==> src/rtl/deskew_pkg.sv <==
// Shared types and sizing helpers for the receive-side deskew controller.
// The skew limit is derived from the tolerated bit skew and the 66-bit block width.
package deskew_pkg;

    typedef enum logic [2:0] {
        IDLE,
        WAIT_AM,
        MEASURE,
        CHECK,
        ALIGNED
    } state_e;

    localparam int BLOCK_W      = 66;
    localparam int MAX_BIT_SKEW = 1856;

    function automatic int calc_max_skew(input int bit_skew, input int block_w);
        return (bit_skew - block_w - 1) / block_w;
    endfunction

    localparam int MAX_SKEW_DEFAULT = calc_max_skew(MAX_BIT_SKEW, BLOCK_W);

    function automatic int calc_skew_w(input int max_skew);
        return $clog2(max_skew + 1);
    endfunction

    function automatic int calc_tmr_w(input int am_period, input int max_skew, input int lat);
        return $clog2(am_period + max_skew + lat + 1);
    endfunction

endpackage

==> src/rtl/deskew_ctrl_lane_rx.sv <==
// Per-lane marker arrival stamp: records the arrival count of the first marker
// and flags a second marker seen before the lane set has been fully stamped.
module deskew_ctrl_lane_rx
    import deskew_pkg::*;
#(
    parameter int SKEW_W = calc_skew_w(MAX_SKEW_DEFAULT)
) (
    input  logic              clk,
    input  logic              reset,
    input  logic              clr_i,
    input  logic              en_i,
    input  logic              am_i,
    input  logic [SKEW_W-1:0] cnt_i,
    output logic [SKEW_W-1:0] stamp_nxt_o,
    output logic              stamped_nxt_o,
    output logic              double_am_o
);

    logic [SKEW_W-1:0] stamp_q, stamp_d;
    logic              stamped_q, stamped_d;

    always_comb begin
        stamp_d   = stamp_q;
        stamped_d = stamped_q;
        if (clr_i) begin
            stamp_d   = '0;
            stamped_d = 1'b0;
        end else if (en_i && am_i && !stamped_q) begin
            stamp_d   = cnt_i;
            stamped_d = 1'b1;
        end
    end

    always_ff @(posedge clk) begin
        if (reset) begin
            stamp_q   <= '0;
            stamped_q <= 1'b0;
        end else begin
            stamp_q   <= stamp_d;
            stamped_q <= stamped_d;
        end
    end

    assign stamp_nxt_o   = stamp_d;
    assign stamped_nxt_o = stamped_d;
    assign double_am_o   = en_i && am_i && stamped_q;

endmodule

==> src/rtl/deskew_ctrl_rx.sv <==
// Receive alignment controller: measures per-lane marker skew, programs the
// deskew buffer delays, confirms alignment and owns align_status.
module deskew_ctrl_rx
    import deskew_pkg::*;
#(
    parameter int LANE_N           = 4,
    parameter int MAX_SKEW_BLOCK_N = MAX_SKEW_DEFAULT,
    parameter int AM_PERIOD        = 16384,
    parameter int DESKEW_LAT       = 1,
    localparam int SKEW_W          = calc_skew_w(MAX_SKEW_BLOCK_N)
) (
    input  logic                     clk,
    input  logic                     reset,
    input  logic                     valid_i,
    input  logic [LANE_N-1:0]        am_lite_lock_v_i,
    input  logic [LANE_N-1:0]        am_lite_lock_lost_v_i,
    input  logic [LANE_N-1:0]        am_lite_v_i,
    input  logic [LANE_N-1:0]        deskew_am_v_i,
    output logic [LANE_N*SKEW_W-1:0] delay_o,
    output logic                     deskew_rst_o,
    output logic                     align_status_o,
    output logic                     skew_err_o
);

    // cnt must be able to hold MAX+1 so the overrun is detectable
    localparam int CNT_W = $clog2(MAX_SKEW_BLOCK_N + 2);
    localparam int TMR_W = calc_tmr_w(AM_PERIOD, MAX_SKEW_BLOCK_N, DESKEW_LAT);
    localparam logic [CNT_W-1:0] CNT_MAX   = CNT_W'(MAX_SKEW_BLOCK_N);
    localparam logic [TMR_W-1:0] TMR_LIMIT = TMR_W'(AM_PERIOD + MAX_SKEW_BLOCK_N + DESKEW_LAT);

    state_e                         state_q, state_d;
    logic [CNT_W-1:0]               cnt_q, cnt_d;
    logic [TMR_W-1:0]               tmr_q, tmr_d;
    logic [LANE_N-1:0][SKEW_W-1:0]  delay_q, delay_d;
    logic                           deskew_rst_q, deskew_rst_d;
    logic                           align_q, align_d;
    logic                           err_q, err_d;

    logic [LANE_N-1:0][SKEW_W-1:0]  stamp_nxt;
    logic [LANE_N-1:0]              stamped_nxt;
    logic [LANE_N-1:0]              double_am;
    logic [SKEW_W-1:0]              stamp_max;
    logic                           abort;
    logic                           overrun;
    logic                           lane_en;
    logic                           lane_clr;

    assign abort = (state_q != IDLE) &&
                   ((|am_lite_lock_lost_v_i) || !(&am_lite_lock_v_i));

    always_comb begin
        cnt_d = cnt_q;
        if (state_q == IDLE || abort) begin
            cnt_d = '0;
        end else if (valid_i && state_q == WAIT_AM) begin
            cnt_d = '0;
        end else if (valid_i && state_q == MEASURE) begin
            cnt_d = cnt_q + 1'b1;
        end
        overrun  = (state_q == MEASURE) && (cnt_d > CNT_MAX);
        lane_en  = valid_i && !abort && !overrun &&
                   (state_q == WAIT_AM || state_q == MEASURE);
        lane_clr = (state_q == IDLE);
    end

    for (genvar i = 0; i < LANE_N; i++) begin : g_lane
        deskew_ctrl_lane_rx #(.SKEW_W(SKEW_W)) u_lane (
            .clk          (clk),
            .reset        (reset),
            .clr_i        (lane_clr),
            .en_i         (lane_en),
            .am_i         (am_lite_v_i[i]),
            .cnt_i        (SKEW_W'(cnt_d)),
            .stamp_nxt_o  (stamp_nxt[i]),
            .stamped_nxt_o(stamped_nxt[i]),
            .double_am_o  (double_am[i])
        );
    end

    always_comb begin
        stamp_max = '0;
        for (int i = 0; i < LANE_N; i++) begin
            if (stamp_nxt[i] > stamp_max) stamp_max = stamp_nxt[i];
        end
    end

    always_comb begin
        state_d = state_q;
        tmr_d   = tmr_q;
        delay_d = delay_q;
        err_d   = 1'b0;
        if (abort) begin
            state_d = IDLE;
        end else if (valid_i) begin
            case (state_q)
                IDLE: begin
                    if (&am_lite_lock_v_i) state_d = WAIT_AM;
                end
                // zero skew stamps every lane in WAIT_AM and goes straight to CHECK
                WAIT_AM, MEASURE: begin
                    if ((|double_am) || overrun) begin
                        err_d   = 1'b1;
                        state_d = IDLE;
                    end else if (&stamped_nxt) begin
                        state_d = CHECK;
                        for (int i = 0; i < LANE_N; i++) begin
                            delay_d[i] = stamp_max - stamp_nxt[i];
                        end
                    end else if (|stamped_nxt) begin
                        state_d = MEASURE;
                    end
                end
                CHECK: begin
                    tmr_d = tmr_q + 1'b1;
                    if (|deskew_am_v_i) begin
                        if (&deskew_am_v_i) begin
                            state_d = ALIGNED;
                        end else begin
                            err_d   = 1'b1;
                            state_d = IDLE;
                        end
                    end else if (tmr_d == TMR_LIMIT) begin
                        err_d   = 1'b1;
                        state_d = IDLE;
                    end
                end
                ALIGNED: begin
                    if ((|deskew_am_v_i) && !(&deskew_am_v_i)) begin
                        err_d   = 1'b1;
                        state_d = IDLE;
                    end
                end
                default: state_d = IDLE;
            endcase
        end
        if (state_d != CHECK) tmr_d = '0;
        if (state_d == IDLE) delay_d = '0;
        deskew_rst_d = (state_d == IDLE);
        align_d      = (state_d == ALIGNED);
    end

    always_ff @(posedge clk) begin
        if (reset) begin
            state_q      <= IDLE;
            cnt_q        <= '0;
            tmr_q        <= '0;
            delay_q      <= '0;
            deskew_rst_q <= 1'b1;
            align_q      <= 1'b0;
            err_q        <= 1'b0;
        end else begin
            state_q      <= state_d;
            cnt_q        <= cnt_d;
            tmr_q        <= tmr_d;
            delay_q      <= delay_d;
            deskew_rst_q <= deskew_rst_d;
            align_q      <= align_d;
            err_q        <= err_d;
        end
    end

    assign delay_o        = delay_q;
    assign deskew_rst_o   = deskew_rst_q;
    assign align_status_o = align_q;
    assign skew_err_o     = err_q;

endmodule

==> config.mk <==
export PLATFORM = sky130hd
export DESIGN_NAME = deskew_ctrl_rx
export DESIGN_NICKNAME = d
export VERILOG_FILES = /design/src/rtl/deskew_pkg.sv /design/src/rtl/deskew_ctrl_lane_rx.sv /design/src/rtl/deskew_ctrl_rx.sv
export SDC_FILE = /design/constraint.sdc
export NUM_CORES = 1
export LEC_CHECK = 0
export ABC_AREA = 1
export BUFFER_PORTS_ARGS = -buffer_cell sky130_fd_sc_hd__buf_4
export CAP_MARGIN = 20
export CORE_MARGIN = 8
export CORE_UTILIZATION = 48
export CTS_BUF_LIST = sky130_fd_sc_hd__clkbuf_4 sky130_fd_sc_hd__clkbuf_8 sky130_fd_sc_hd__clkbuf_16
export CTS_CLUSTER_SIZE = 16
export DETAILED_ROUTE_END_ITERATION = 6
export PLACE_DENSITY = 0.75
export RECOVER_POWER = 25
export SLEW_MARGIN = 0
export SYNTH_ARGS = -nofsm -noshare
export SYNTH_HDL_FRONTEND = slang
export SYNTH_SLANG_ARGS = --single-unit
==> constraint.sdc <==
create_clock -name clk -period 18.8 [get_ports clk]
set_input_delay 3.76 -clock clk [delete_from_list [all_inputs] [get_ports clk]]
set_output_delay 3.76 -clock clk [all_outputs]
set_load 0.1 [all_outputs]
# --- Word-level counts from Yosys, hierarchy flattened ---
# Index checks and enable logic that the tools add are counted.
op_classes:
  n_eq_ne: 7
  reduce_logical: 48
  add_sub_neg: 6
  bitwise: 3
  muxes: 40
  n_lt_le_gt_ge: 5
ops:
  columns: ["op", "n"]
  rows:
  - ["two-way mux 5 bit", 15]
  - ["two-way mux 3 bit", 10]
  - ["logical AND 1 bit", 20]
  - ["subtractor 5 bit", 4]
  - ["OR reduction 4 bit", 4]
  - ["adder 15 x 1 -> 15 bit, second input constant", 1]
  - ["equality test 15 bit, second input constant", 1]
  - ["greater-than comparator 5 bit", 3]
  - ["two-way mux 1 bit", 13]
  - ["case mux 3 bit (4 select lines)", 1]
  - ["AND reduction 4 bit", 3]
  - ["zero test 1 bit", 8]
  - ["AND reduction 8 bit", 1]
  - ["equality test 3 x 2 -> 1 bit, second input constant", 2]
  - ["equality test 3 bit, second input constant", 2]
  - ["zero test 3 bit", 2]
  - ["OR reduction 2 bit", 3]
  - ["adder 5 x 1 -> 5 bit, second input constant", 1]
  - ["greater-than comparator 5 x 1 -> 1 bit, second input constant", 1]
  - ["greater-than comparator 5 bit, second input constant", 1]
  - ["logical OR 1 bit", 4]
  - ["equality test 3 x 1 -> 1 bit, second input constant", 1]
  - ["inequality test 3 x 2 -> 1 bit, second input constant", 1]
  - ["NOT 1 bit", 3]
  - ["other kinds (4)", 4]
totals:
  out_inout_bits: 23
  register_bits: 70

# --- Depth between registers and ports, before layout ---
# Gate-level depths: netlist (run 1).
logic_depth:
  ltp_word: 24
  mapped_depth: 50

# --- Hierarchy ---
# A second synthesis (run 1) with hierarchy kept.
hier_totals:
  cells_unflattened: 788
  hier_area_um2: 5277.6
modules_own_cells:
  columns: ["mod", "instances", "area_per_inst_um2", "cells_per_inst", "seq_area_each_um2"]
  rows:
  - ["deskew_ctrl_rx", 1, 3931.3, 592, 920.9]
  - ["deskew_ctrl_lane_rx", 4, 336.6, 49, 120.1]

# --- Least setup slack after synthesis (run 1) ---
# Ideal clock, no wire load.
synth_path:
  kind: "in2reg"
  start: "in am_lite_lock_v_i[0]"
  end: "reg delay_q, in the netlist delay_o[14]"
  arrival_time_ns: 10.094
  path_buffers: 1
  setup_ns: 0.114
  t_required_ns: 18.686
  path_stages: 43
  path_slack_ns: 8.592
  path_cell_list: "nand2_1 -> nor2_2 -> nand3_1 -> nand2_2 -> nand2_1 -> nor2_4 -> nand3_2 -> nor2_2 -> a21oi_1 -> o21ai_0 -> ha_1 -> a21oi_1 -> nor2_1 -> nor4_1 -> inv_1 -> o21ai_1 -> o21ai_0 -> ha_1 -> [... 7 more ...] -> nand2_1 -> nor2_1 -> nand2_1 -> a32oi_1 -> clkbuf_1 -> nand2_1 -> o21ai_1 -> ha_1 -> inv_1 -> fa_1 -> a21o_1 -> a21oi_1 -> xor2_1 -> nand3_1 -> nand3_1 -> nand2_1 -> inv_1 -> nor2_2"
synth_between:
  elab_chain_cells: 24
  elab_cells_between_ends: 66
synth_lines:
  columns: ["item", "line", "source"]
  rows:
  - ["from (decl)", "deskew_ctrl_rx.sv:15", "input logic [LANE_N-1:0] am_lite_lock_v_i,"]
  - ["AND reduction 4 bit (*)", "deskew_ctrl_rx.sv:49, deskew_ctrl_rx.sv:97", null]
  - ["zero test 1 bit", "deskew_ctrl_rx.sv:49", "((|am_lite_lock_lost_v_i) || !(&am_lite_lock_v_i));"]
  - ["logical OR 1 bit", "deskew_ctrl_rx.sv:49", null]
  - ["logical AND 1 bit", "deskew_ctrl_rx.sv:48", "assign abort = (state_q != IDLE) &&"]
  - ["logical OR 1 bit", "deskew_ctrl_rx.sv:53", "if (state_q == IDLE || abort) begin"]
  - ["two-way mux 5 bit", "deskew_ctrl_rx.sv:53", null]
  - ["greater-than comparator 5 bit", "deskew_ctrl_rx.sv:60", "overrun = (state_q == MEASURE) && (cnt_d > CNT_MAX);"]
  - ["logical AND 1 bit", "deskew_ctrl_rx.sv:60", null]
  - ["[... 8 more ...]", null, null]
  - ["two-way mux 5 bit / two-way mux 3 bit (equally long branches)", "deskew_ctrl_rx.sv:83, deskew_ctrl_rx.sv:109", null]
  - ["greater-than comparator 5 bit / two-way mux 3 bit (equally long branches)", "deskew_ctrl_rx.sv:83, deskew_ctrl_rx.sv:104", null]
  - ["two-way mux 5 bit / two-way mux 3 bit (equally long branches)", "deskew_ctrl_rx.sv:83, deskew_ctrl_rx.sv:101", null]
  - ["greater-than comparator 5 bit / case mux 3 bit (4 select lines) (equally long branches)", "deskew_ctrl_rx.sv:83, deskew_ctrl_rx.sv:95", null]
  - ["two-way mux 5 bit / two-way mux 3 bit (equally long branches)", "deskew_ctrl_rx.sv:83, deskew_ctrl_rx.sv:94", null]
  - ["greater-than comparator 5 bit / two-way mux 3 bit (equally long branches)", "deskew_ctrl_rx.sv:83, deskew_ctrl_rx.sv:92", null]
  - ["two-way mux 5 bit / zero test 3 bit (equally long branches)", "deskew_ctrl_rx.sv:83, deskew_ctrl_rx.sv:137", null]
  - ["subtractor 5 bit / OR reduction 2 bit (equally long branches)", null, null]
  - ["to (signal assigned)", "deskew_ctrl_rx.sv:155", "delay_q <= delay_d;"]
  - ["to (decl)", "deskew_ctrl_rx.sv:34", "logic [LANE_N-1:0][SKEW_W-1:0] delay_q, delay_d;"]
# Every way passes the cells marked *; elsewhere a longest branch is shown, timed or not.
# A chain may end at the register's enable or synchronous reset.

# --- Worst setup path after layout (run 1) ---
layout_path:
  start: "in am_lite_lock_lost_v_i[1]"
  end: "reg delay_q, in the netlist delay_o[14]"
layout_between:
  elab_chain_cells: 23
  elab_cells_between_ends: 64
layout_lines:
  columns: ["item", "line", "source"]
  rows:
  - ["from (decl)", "deskew_ctrl_rx.sv:16", "input logic [LANE_N-1:0] am_lite_lock_lost_v_i,"]
  - ["OR reduction 4 bit (*)", "deskew_ctrl_rx.sv:49", null]
  - ["logical OR 1 bit (*)", "deskew_ctrl_rx.sv:49", null]
  - ["logical AND 1 bit (*)", "deskew_ctrl_rx.sv:48", null]
  - ["logical OR 1 bit", "deskew_ctrl_rx.sv:53", null]
  - ["two-way mux 5 bit", "deskew_ctrl_rx.sv:53", null]
  - ["greater-than comparator 5 bit", "deskew_ctrl_rx.sv:60", null]
  - ["logical AND 1 bit", "deskew_ctrl_rx.sv:60", null]
  - ["zero test 1 bit", "deskew_ctrl_rx.sv:61", "lane_en = valid_i && !abort && !overrun &&"]
  - ["[... 7 more ...]", null, null]
  - ["two-way mux 5 bit / two-way mux 3 bit (equally long branches)", "deskew_ctrl_rx.sv:83, deskew_ctrl_rx.sv:109", null]
  - ["greater-than comparator 5 bit / two-way mux 3 bit (equally long branches)", "deskew_ctrl_rx.sv:83, deskew_ctrl_rx.sv:104", null]
  - ["two-way mux 5 bit / two-way mux 3 bit (equally long branches)", "deskew_ctrl_rx.sv:83, deskew_ctrl_rx.sv:101", null]
  - ["greater-than comparator 5 bit / case mux 3 bit (4 select lines) (equally long branches)", "deskew_ctrl_rx.sv:83, deskew_ctrl_rx.sv:95", null]
  - ["two-way mux 5 bit / two-way mux 3 bit (equally long branches)", "deskew_ctrl_rx.sv:83, deskew_ctrl_rx.sv:94", null]
  - ["greater-than comparator 5 bit / two-way mux 3 bit (equally long branches)", "deskew_ctrl_rx.sv:83, deskew_ctrl_rx.sv:92", null]
  - ["two-way mux 5 bit / zero test 3 bit (equally long branches)", "deskew_ctrl_rx.sv:83, deskew_ctrl_rx.sv:137", null]
  - ["subtractor 5 bit / OR reduction 2 bit (equally long branches)", null, null]
# Marks and branches as above.

==> impl_metrics.json, run 1 <==
{
  "synth-seq-cells": 70,
  "rr_worst_depth": 40,
  "whs_ns": 0.542,
  "start_util_pct": 49.0,
  "antenna_cells": 0,
  "rrSetupSlack_ns": 10.14,
  "synthMuxAreaShare_pct": 0.624,
  "dr.pass1.iters": 5,
  "synth_xor_area_share_pct": 4.54,
  "wl_um": 12200,
  "rr_endpoint": "delay_o[14]$_SDFFE_PP0P_",
  "hold_violations": 0,
  "route.detailed.wl_per_inst_um": 13.6,
  "setup_violations": 0,
  "crit_arrival_ns": 11.67,
  "drt-initial-drc-count": 393,
  "grt_max_degree": 33,
  "crit_type": "primary input to flip-flop",
  "dp_hpwl_um": 9590,
  "drive_above_1_share_pct": 16.3,
  "cts-buffers-inserted": 9,
  "max_clock_freq_mhz": 87.4,
  "clk_latency_ns": 0.35,
  "async_flop_share_pct": 0,
  "synth_fp_nets": 777,
  "portBuffers": 41,
  "synth_flop_cell": "dfxtp_1",
  "ios": 42,
  "grt_first_pass_wirelength_um": 20300,
  "cts-root-buf": "clkbuf_8",
  "hold_class": "flip-flop to flip-flop",
  "timing.critical_path.required_ns": 19.03,
  "final_util_pct": 53.6,
  "cts.sinks": 70,
  "synth_top_area_share_pct": 28.0,
  "synth_edf_count": 0,
  "grt_pass1_vias": 4425,
  "cts.repair_timing.setup_buffer_count": 0,
  "drcViolationCount": 0,
  "critPathLaunchType": "primary input",
  "vias": 4640,
  "ctsHoldBuffers": 0,
  "p_per_area_nw_per_um2": 87.3,
  "finalClockSkew_ns": 0.00905,
  "rows": 37,
  "synth_compound_area_share_pct": 8.78,
  "viasPerCell": 5.17,
  "cts_max_level": 3,
  "rsz0062_at_grt": "no",
  "min_to": "delay_o[4]$_SDFFE_PP0P_",
  "drv_slew": 0,
  "overflow": 0,
  "post-route-period-util_pct": 60.8,
  "min_from": "delay_o[4]$_SDFFE_PP0P_",
  "postRouteAntennaNets": 0,
  "power_leakage_nw": 2.56,
  "synth_area_um2": 5010,
  "max_stage_delay_ns": 0.67,
  "tns_ns": 0,
  "yosysSeqAreaShare_pct": 28.0,
  "synthAdderAreaFrac_pct": 9.83,
  "nets": 813,
  "syn_area_per_cell_um2": 6.95,
  "ys_warn_count": 0,
  "tritoncts": "built",
  "track_usage_pct": 17.3,
  "slew_headroom_pct": 21.7,
  "die_h_um": 118,
  "die_w_um": 118,
  "rr_startpoint": "state_q[2]$_SDFF_PP0_",
  "tightestPinTransition_ns": 1.18,
  "yosys-top-cells-area": "dfxtp_1 28%, nand2_1 12%, ha_1 8.2%",
  "fp.dieArea_um2": 14000,
  "syn_to_final_growth_pct": 9.28,
  "ir_drop_mv": 0.0388,
  "finalCriticalPeriod_ns": 11.44,
  "worst-path-max-fanout": 11,
  "antenna_found_initial": 0,
  "cap_viol_max_count": 0,
  "status": "completed",
  "synthSimpleGateAreaFrac_pct": 37.6,
  "synth_cell_type_count": 43,
  "critPathSlowestCell": "a32oi_1",
  "min_path_cells": 4,
  "ctsResizeCount": 0,
  "netlist.top_cell.by_area": "dfxtp_1",
  "clock_path_buffers": 2,
  "synth_top_family_by_area": "simple AND/OR/NAND/NOR gates",
  "core_um2": 10200,
  "synthCells": 721,
  "cts.clk_slew.worst_paths_ns": 0.08,
  "critPathCaptureType": "flip-flop",
  "gp_congestion": 0.909
}
critical path: cells and delay by family:
family / cells / cell delay (ns)
buffers and inverters: 5 / 0.56
xor gates and xnor gates: 1 / 0.19
AOI/OAI and AO/OA: 12 / 2.90
adders and majority gates: 4 / 1.47
and+or+nand+nor: 19 / 2.78
per-layer routing:
metal	wire, µm	track usage, %	up-vias
li1	-	-	2384
met1	5480	20.8	2119
met2	5820	29.5	119
met3	653	4.14	18
met4	223	6.33	0
met5	0	0	-
Yosys cell counts, types with 2 or more instances:
cell,number
nand2_1,155
inv_1,104
dfxtp_1,70
nor2_1,56
nand3_1,53
ha_1,33
nor2_2,30
o21ai_0,22
o21ai_1,21
a21oi_1,19
nand2_2,15
xor2_1,14
nand4_1,13
xnor2_1,12
nor3_2,11
nand3_2,9
nor3_1,9
inv_2,8
buf_6,6
o211ai_1,6
clkbuf_1,5
nor3b_1,5
a21o_1,4
fa_1,4
nor4_1,4
or2_2,4
and3_1,3
buf_1,3
buf_2,3
nor2_4,3
mux2i_1,2
o21ai_2,2
o21bai_1,2
or2_1,2
stage by stage:
stage | cell area, µm² | setup WS (ns) | total power, mW | cells
2_1_floorplan | 5010 | 8.59 | 0.324 | 721
3_5_place_dp | 5390 | 7.24 | 0.367 | 882
5_1_grt | 5480 | 6.40 | 0.514 | 898
4_1_cts | 5560 | 7.60 | 0.479 | 898
3_3_place_gp | 5390 | 7.55 | 0.362 | 882
6_report | 5480 | 7.36 | 0.478 | 898
kinds of logic (layout without fill, tap and decap cells):
family / count (synthesis) / in the layout
AND/OR/NAND/NOR: 377 / 377
buffers and inverters: 129 / 170
AO/OA/AOI/OAI: 79 / 79
flip-flops: 70 / 70
adder cells (fa/ha/maj): 37 / 37
XOR/XNOR: 26 / 26
multiplexers: 3 / 3
placed cells by master (no fill, tap or decap), types with 11 or more instances in the layout:
cell type | Yosys | final
dfxtp_1 | 70 | 70
nor2_2 | 30 | 29
inv_1 | 104 | 104
clkbuf_1 | 5 | 18
nor2_1 | 56 | 58
nand4_1 | 13 | 13
a21oi_1 | 19 | 19
nand2_1 | 155 | 155
nand2_2 | 15 | 15
buf_4 | 0 | 23
ha_1 | 33 | 33
xnor2_1 | 12 | 12
nor3_2 | 11 | 11
nand3_1 | 53 | 54
xor2_1 | 14 | 14
o21ai_0 | 22 | 22
o21ai_1 | 21 | 21
power by group:
part           leakage, nW  internal [mW]  switching [mW]
combinational         1.90         0.0839           0.132
clock               0.0930         0.0538          0.0579
sequential           0.564          0.149        0.000793
total                 2.56          0.287           0.191
cell type report:
class | instances | area [µm²]
inverter | 112 | 420
sequential | 70 | 1400
timing repair buffer | 42 | 248
tap | 136 | 170
clock buffer | 12 | 153
multi-input combinational | 522 | 3060
fill | 1014 | 4750
clock inverter | 4 | 22.5
worst max-delay path by stage:
stage | start | slack, ns | end
6_report | am_lite_lock_lost_v_i[1] | 7.36 | delay_o[14]$_SDFFE_PP0P_
4_1_cts | am_lite_lock_v_i[0] | 7.60 | delay_o[4]$_SDFFE_PP0P_
3_3_place_gp | am_lite_lock_v_i[0] | 7.55 | delay_o[14]$_SDFFE_PP0P_
3_5_place_dp | am_lite_lock_v_i[0] | 7.24 | delay_o[4]$_SDFFE_PP0P_
5_1_grt | am_lite_lock_lost_v_i[3] | 6.40 | delay_o[4]$_SDFFE_PP0P_
2_1_floorplan | am_lite_lock_v_i[0] | 8.59 | delay_o[14]$_SDFFE_PP0P_
registers in the layout (all words and copies together), names as in the netlist:
| signal | cells |
|---|---|
| skew_err_o | 1 |
| g_lane.u_lane.stamped_q | 4 |
| tmr_q | 15 |
| deskew_rst_o | 1 |
| cnt_q | 5 |
| g_lane.u_lane.stamp_q | 20 |
| delay_o | 20 |
| state_q | 3 |
| align_status_o | 1 |
No activity file was read; power rests on OpenSTA's default activity.
==> run 2, diff against run 1 <==
--- a/config.mk
+++ b/config.mk
@@ -5,7 +5,7 @@
 export SDC_FILE = /design/constraint.sdc
 export NUM_CORES = 1
 export LEC_CHECK = 0
-export ABC_AREA = 1
+export ABC_AREA = 0
 export BUFFER_PORTS_ARGS = -buffer_cell sky130_fd_sc_hd__buf_4
 export CAP_MARGIN = 20
 export CORE_MARGIN = 8
@@ -13,7 +13,7 @@
 export CTS_BUF_LIST = sky130_fd_sc_hd__clkbuf_4 sky130_fd_sc_hd__clkbuf_8 sky130_fd_sc_hd__clkbuf_16
 export CTS_CLUSTER_SIZE = 16
 export DETAILED_ROUTE_END_ITERATION = 6
-export PLACE_DENSITY = 0.75
+export PLACE_DENSITY = 0.78
 export RECOVER_POWER = 25
 export SLEW_MARGIN = 0
 export SYNTH_ARGS = -nofsm -noshare
==> constraint.sdc (replaced) <==
create_clock -name clk -period 10.1 [get_ports clk]
set_input_delay 2.02 -clock clk [delete_from_list [all_inputs] [get_ports clk]]
set_output_delay 2.02 -clock clk [all_outputs]
set_load 0.1 [all_outputs]
==> impl_metrics.json, run 2 <==
{
  "finalCriticalPeriod_ns": 9.76,
  "netlist.top_cell.by_area": "dfxtp_1",
  "synth_top_family_by_area": "simple AND/OR/NAND/NOR gates",
  "whs_ns": 0.500,
  "rrSetupSlack_ns": 1.64,
  "core_um2": 9730,
  "gp_congestion": 0.951,
  "overflow": 0,
  "rows": 36,
  "synthCells": 530,
  "multi_input_area_um2": 3160,
  "mostFrequentLayoutCells": "73 x nor2_1, 70 x dfxtp_1, 39 x buf_4, 32 x ha_1, 30 x inv_1",
  "register_area_um2": 1400,
  "route.detailed.wl_per_inst_um": 16.3,
  "finalWorstSetupSlack_ns": 0.342,
  "cts-root-buf": "clkbuf_8",
  "intPower_mw": 0.427,
  "hold_violations": 0,
  "synthSimpleGateAreaFrac_pct": 21.3,
  "tightestPinTransition_ns": 1.19,
  "synth_area_um2": 4780,
  "p_total_mw": 0.559,
  "fillCellCount": 897,
  "synthMuxAreaShare_pct": 6.80,
  "yosysSeqAreaShare_pct": 29.3,
  "track_usage_pct": 18.1,
  "min_path_cells": 2,
  "synth_top_area_share_pct": 29.3,
  "die_w_um": 116,
  "start_util_pct": 49.2,
  "cts-buffers-inserted": 9,
  "grt_pass1_vias": 4094,
  "drv_slew": 0,
  "synth_cell_type_count": 78,
  "nets": 633,
  "min_to": "delay_o[16]$_SDFFE_PP0P_",
  "max_clock_freq_mhz": 102,
  "finalNonFillerCells": 715,
  "antenna_found_initial": 0,
  "dr.pass1.iters": 4,
  "clkPwrFrac_pct": 45.7,
  "fp.dieArea_um2": 13400,
  "synth-seq-cells": 70,
  "cts.clk_slew.worst_paths_ns": 0.08,
  "crit_arrival_ns": 10.05,
  "cts_max_level": 3,
  "finalClockSkew_ns": 0.0137,
  "combPwrFrac_pct": 4.8,
  "viasPerCell": 5.64,
  "cts.sinks": 70,
  "status": "completed",
  "yosys-top-cells-area": "dfxtp_1 29%, ha_1 8.6%, nor2_1 5.8%",
  "synthTopCellsByCount": "74 x nor2_1, 70 x dfxtp_1, 33 x ha_1",
  "critPathSlowestCell": "or4_4",
  "synthAdderAreaFrac_pct": 10.3,
  "ys_warn_count": 0,
  "synth_flop_cell": "dfxtp_1",
  "hold_class": "flip-flop to flip-flop",
  "synth_edf_count": 0,
  "final_util_pct": 56.0,
  "yosysMostFrequentCell": "nor2_1",
  "grt_first_pass_wirelength_um": 19500,
  "vias": 4030,
  "post-route-period-util_pct": 96.6,
  "worst-path-max-fanout": 10,
  "synth_fp_nets": 586,
  "slew_headroom_pct": 21.1,
  "drcViolationCount": 0,
  "clk_latency_ns": 0.36,
  "postLayoutCellArea_um2": 5450,
  "min_from": "delay_o[16]$_SDFFE_PP0P_",
  "grt_max_degree": 35,
  "ios": 42,
  "rr_worst_depth": 37,
  "rr_startpoint": "state_q[1]$_SDFF_PP0_",
  "setup_violations": 0,
  "wl_um": 11600,
  "rr_endpoint": "delay_o[14]$_SDFFE_PP0P_",
  "post-place-cells": 692,
  "timing.critical_path.required_ns": 10.39,
  "ir_drop_mv": 0.0543,
  "synth_xor_area_share_pct": 6.59,
  "die_h_um": 116,
  "async_flop_share_pct": 0,
  "syn_area_per_cell_um2": 9.02,
  "antenna_cells": 0,
  "switching_share_pct": 23.6,
  "tritoncts": "built",
  "place_ws_ns": -0.299,
  "tns_ns": 0,
  "crit_type": "primary input to flip-flop",
  "cap_viol_max_count": 0,
  "max_stage_delay_ns": 0.58,
  "final_common_cell": "nor2_1",
  "critPathLaunchType": "primary input",
  "drt-initial-drc-count": 315,
  "dpl-instance-area_um2": 5200,
  "syn_to_final_growth_pct": 14.0,
  "critPathCaptureType": "flip-flop",
  "drive_above_1_share_pct": 21.5,
  "clock_path_buffers": 2,
  "p_per_area_nw_per_um2": 102,
  "synth_compound_area_share_pct": 20.2,
  "postRouteAntennaNets": 0,
  "portBuffers": 41,
  "sequentialPowerShare_pct": 49.6,
  "dp_hpwl_um": 8650,
  "switching_power_mw": 0.132,
  "power_leakage_nw": 1.99
}
[run 2: changes by cell type in the layout (fill, tap and decap cells not counted), moves of 14 or more]
cell,before,now
inv_1,104,30
nand2_1,155,20
nor2_1,58,73
o21ai_1,21,3
nand3_1,54,9
buf_4,23,39
nor2_2,29,9
nand2_2,15,1
mux2i_1,2,17
[run 2: worst max path at each step]
stage	cells after the start	end	start	slack [ns]
6_report	37	delay_o[14]$_SDFFE_PP0P_	am_lite_lock_lost_v_i[1]	0.34
5_1_grt	37	delay_o[14]$_SDFFE_PP0P_	am_lite_lock_lost_v_i[1]	-0.08
4_1_cts	35	delay_o[19]$_SDFFE_PP0P_	am_lite_lock_lost_v_i[1]	0.07
3_5_place_dp	35	delay_o[19]$_SDFFE_PP0P_	am_lite_lock_lost_v_i[1]	-0.30
3_3_place_gp	36	delay_o[14]$_SDFFE_PP0P_	am_lite_lock_lost_v_i[1]	0.09
2_1_floorplan	35	delay_o[19]$_SDFFE_PP0P_	am_lite_lock_lost_v_i[1]	0.19
[run 2: cells by family after synthesis]
| family | after synthesis |
|---|---|
| multiplexers | 31 |
| buffers and inverters | 55 |
| XOR/XNOR | 36 |
| adder cells (fa/ha/maj) | 37 |
| AO/OA/AOI/OAI | 111 |
| flip-flops | 70 |
| AND/OR/NAND/NOR | 190 |
[run 2: repair_timing]
action,CTS,global route
endpoints found under the setup margin,0,16
resized for setup,0,11
endpoints found under the hold margin,0,0
hold buffers,0,0
buffers inserted,0,7
[run 2: power by group through the flow]
stage	logic (mW)	registers (mW)	clock network, mW
2_1_floorplan	0.0154	0.284	0
3_3_place_gp	0.0259	0.283	0
3_5_place_dp	0.0264	0.283	0
4_1_cts	0.0264	0.277	0.259
5_1_grt	0.0288	0.277	0.272
6_report	0.0266	0.277	0.255
[run 2: worst max-delay path, delay by kind of cell]
family,cells,cell delay (ns)
fa+ha+maj,5,1.49
simple gates,8,1.39
compound gates,16,3.24
xor+xnor,2,0.30
mux,4,1.41
buf+inv,2,0.17
[run 2: final cells by class]
cell class / count / area share, %
Sequential cell: 70 / 25.7
Clock inverter: 6 / 1.58
Multi-Input combinational cell: 405 / 58.0
Timing Repair Buffer: 60 / 7.09
Clock buffer: 10 / 2.41
Tap cell: 133 / 3.05
Inverter: 31 / 2.13
[run 2: per-layer routing]
layer | GRT usage, % | wire, µm
met1 | 21.2 | 5140
met2 | 31.3 | 5770
met3 | 2.87 | 410
met4 | 9.16 | 318
met5 | 0 | 0
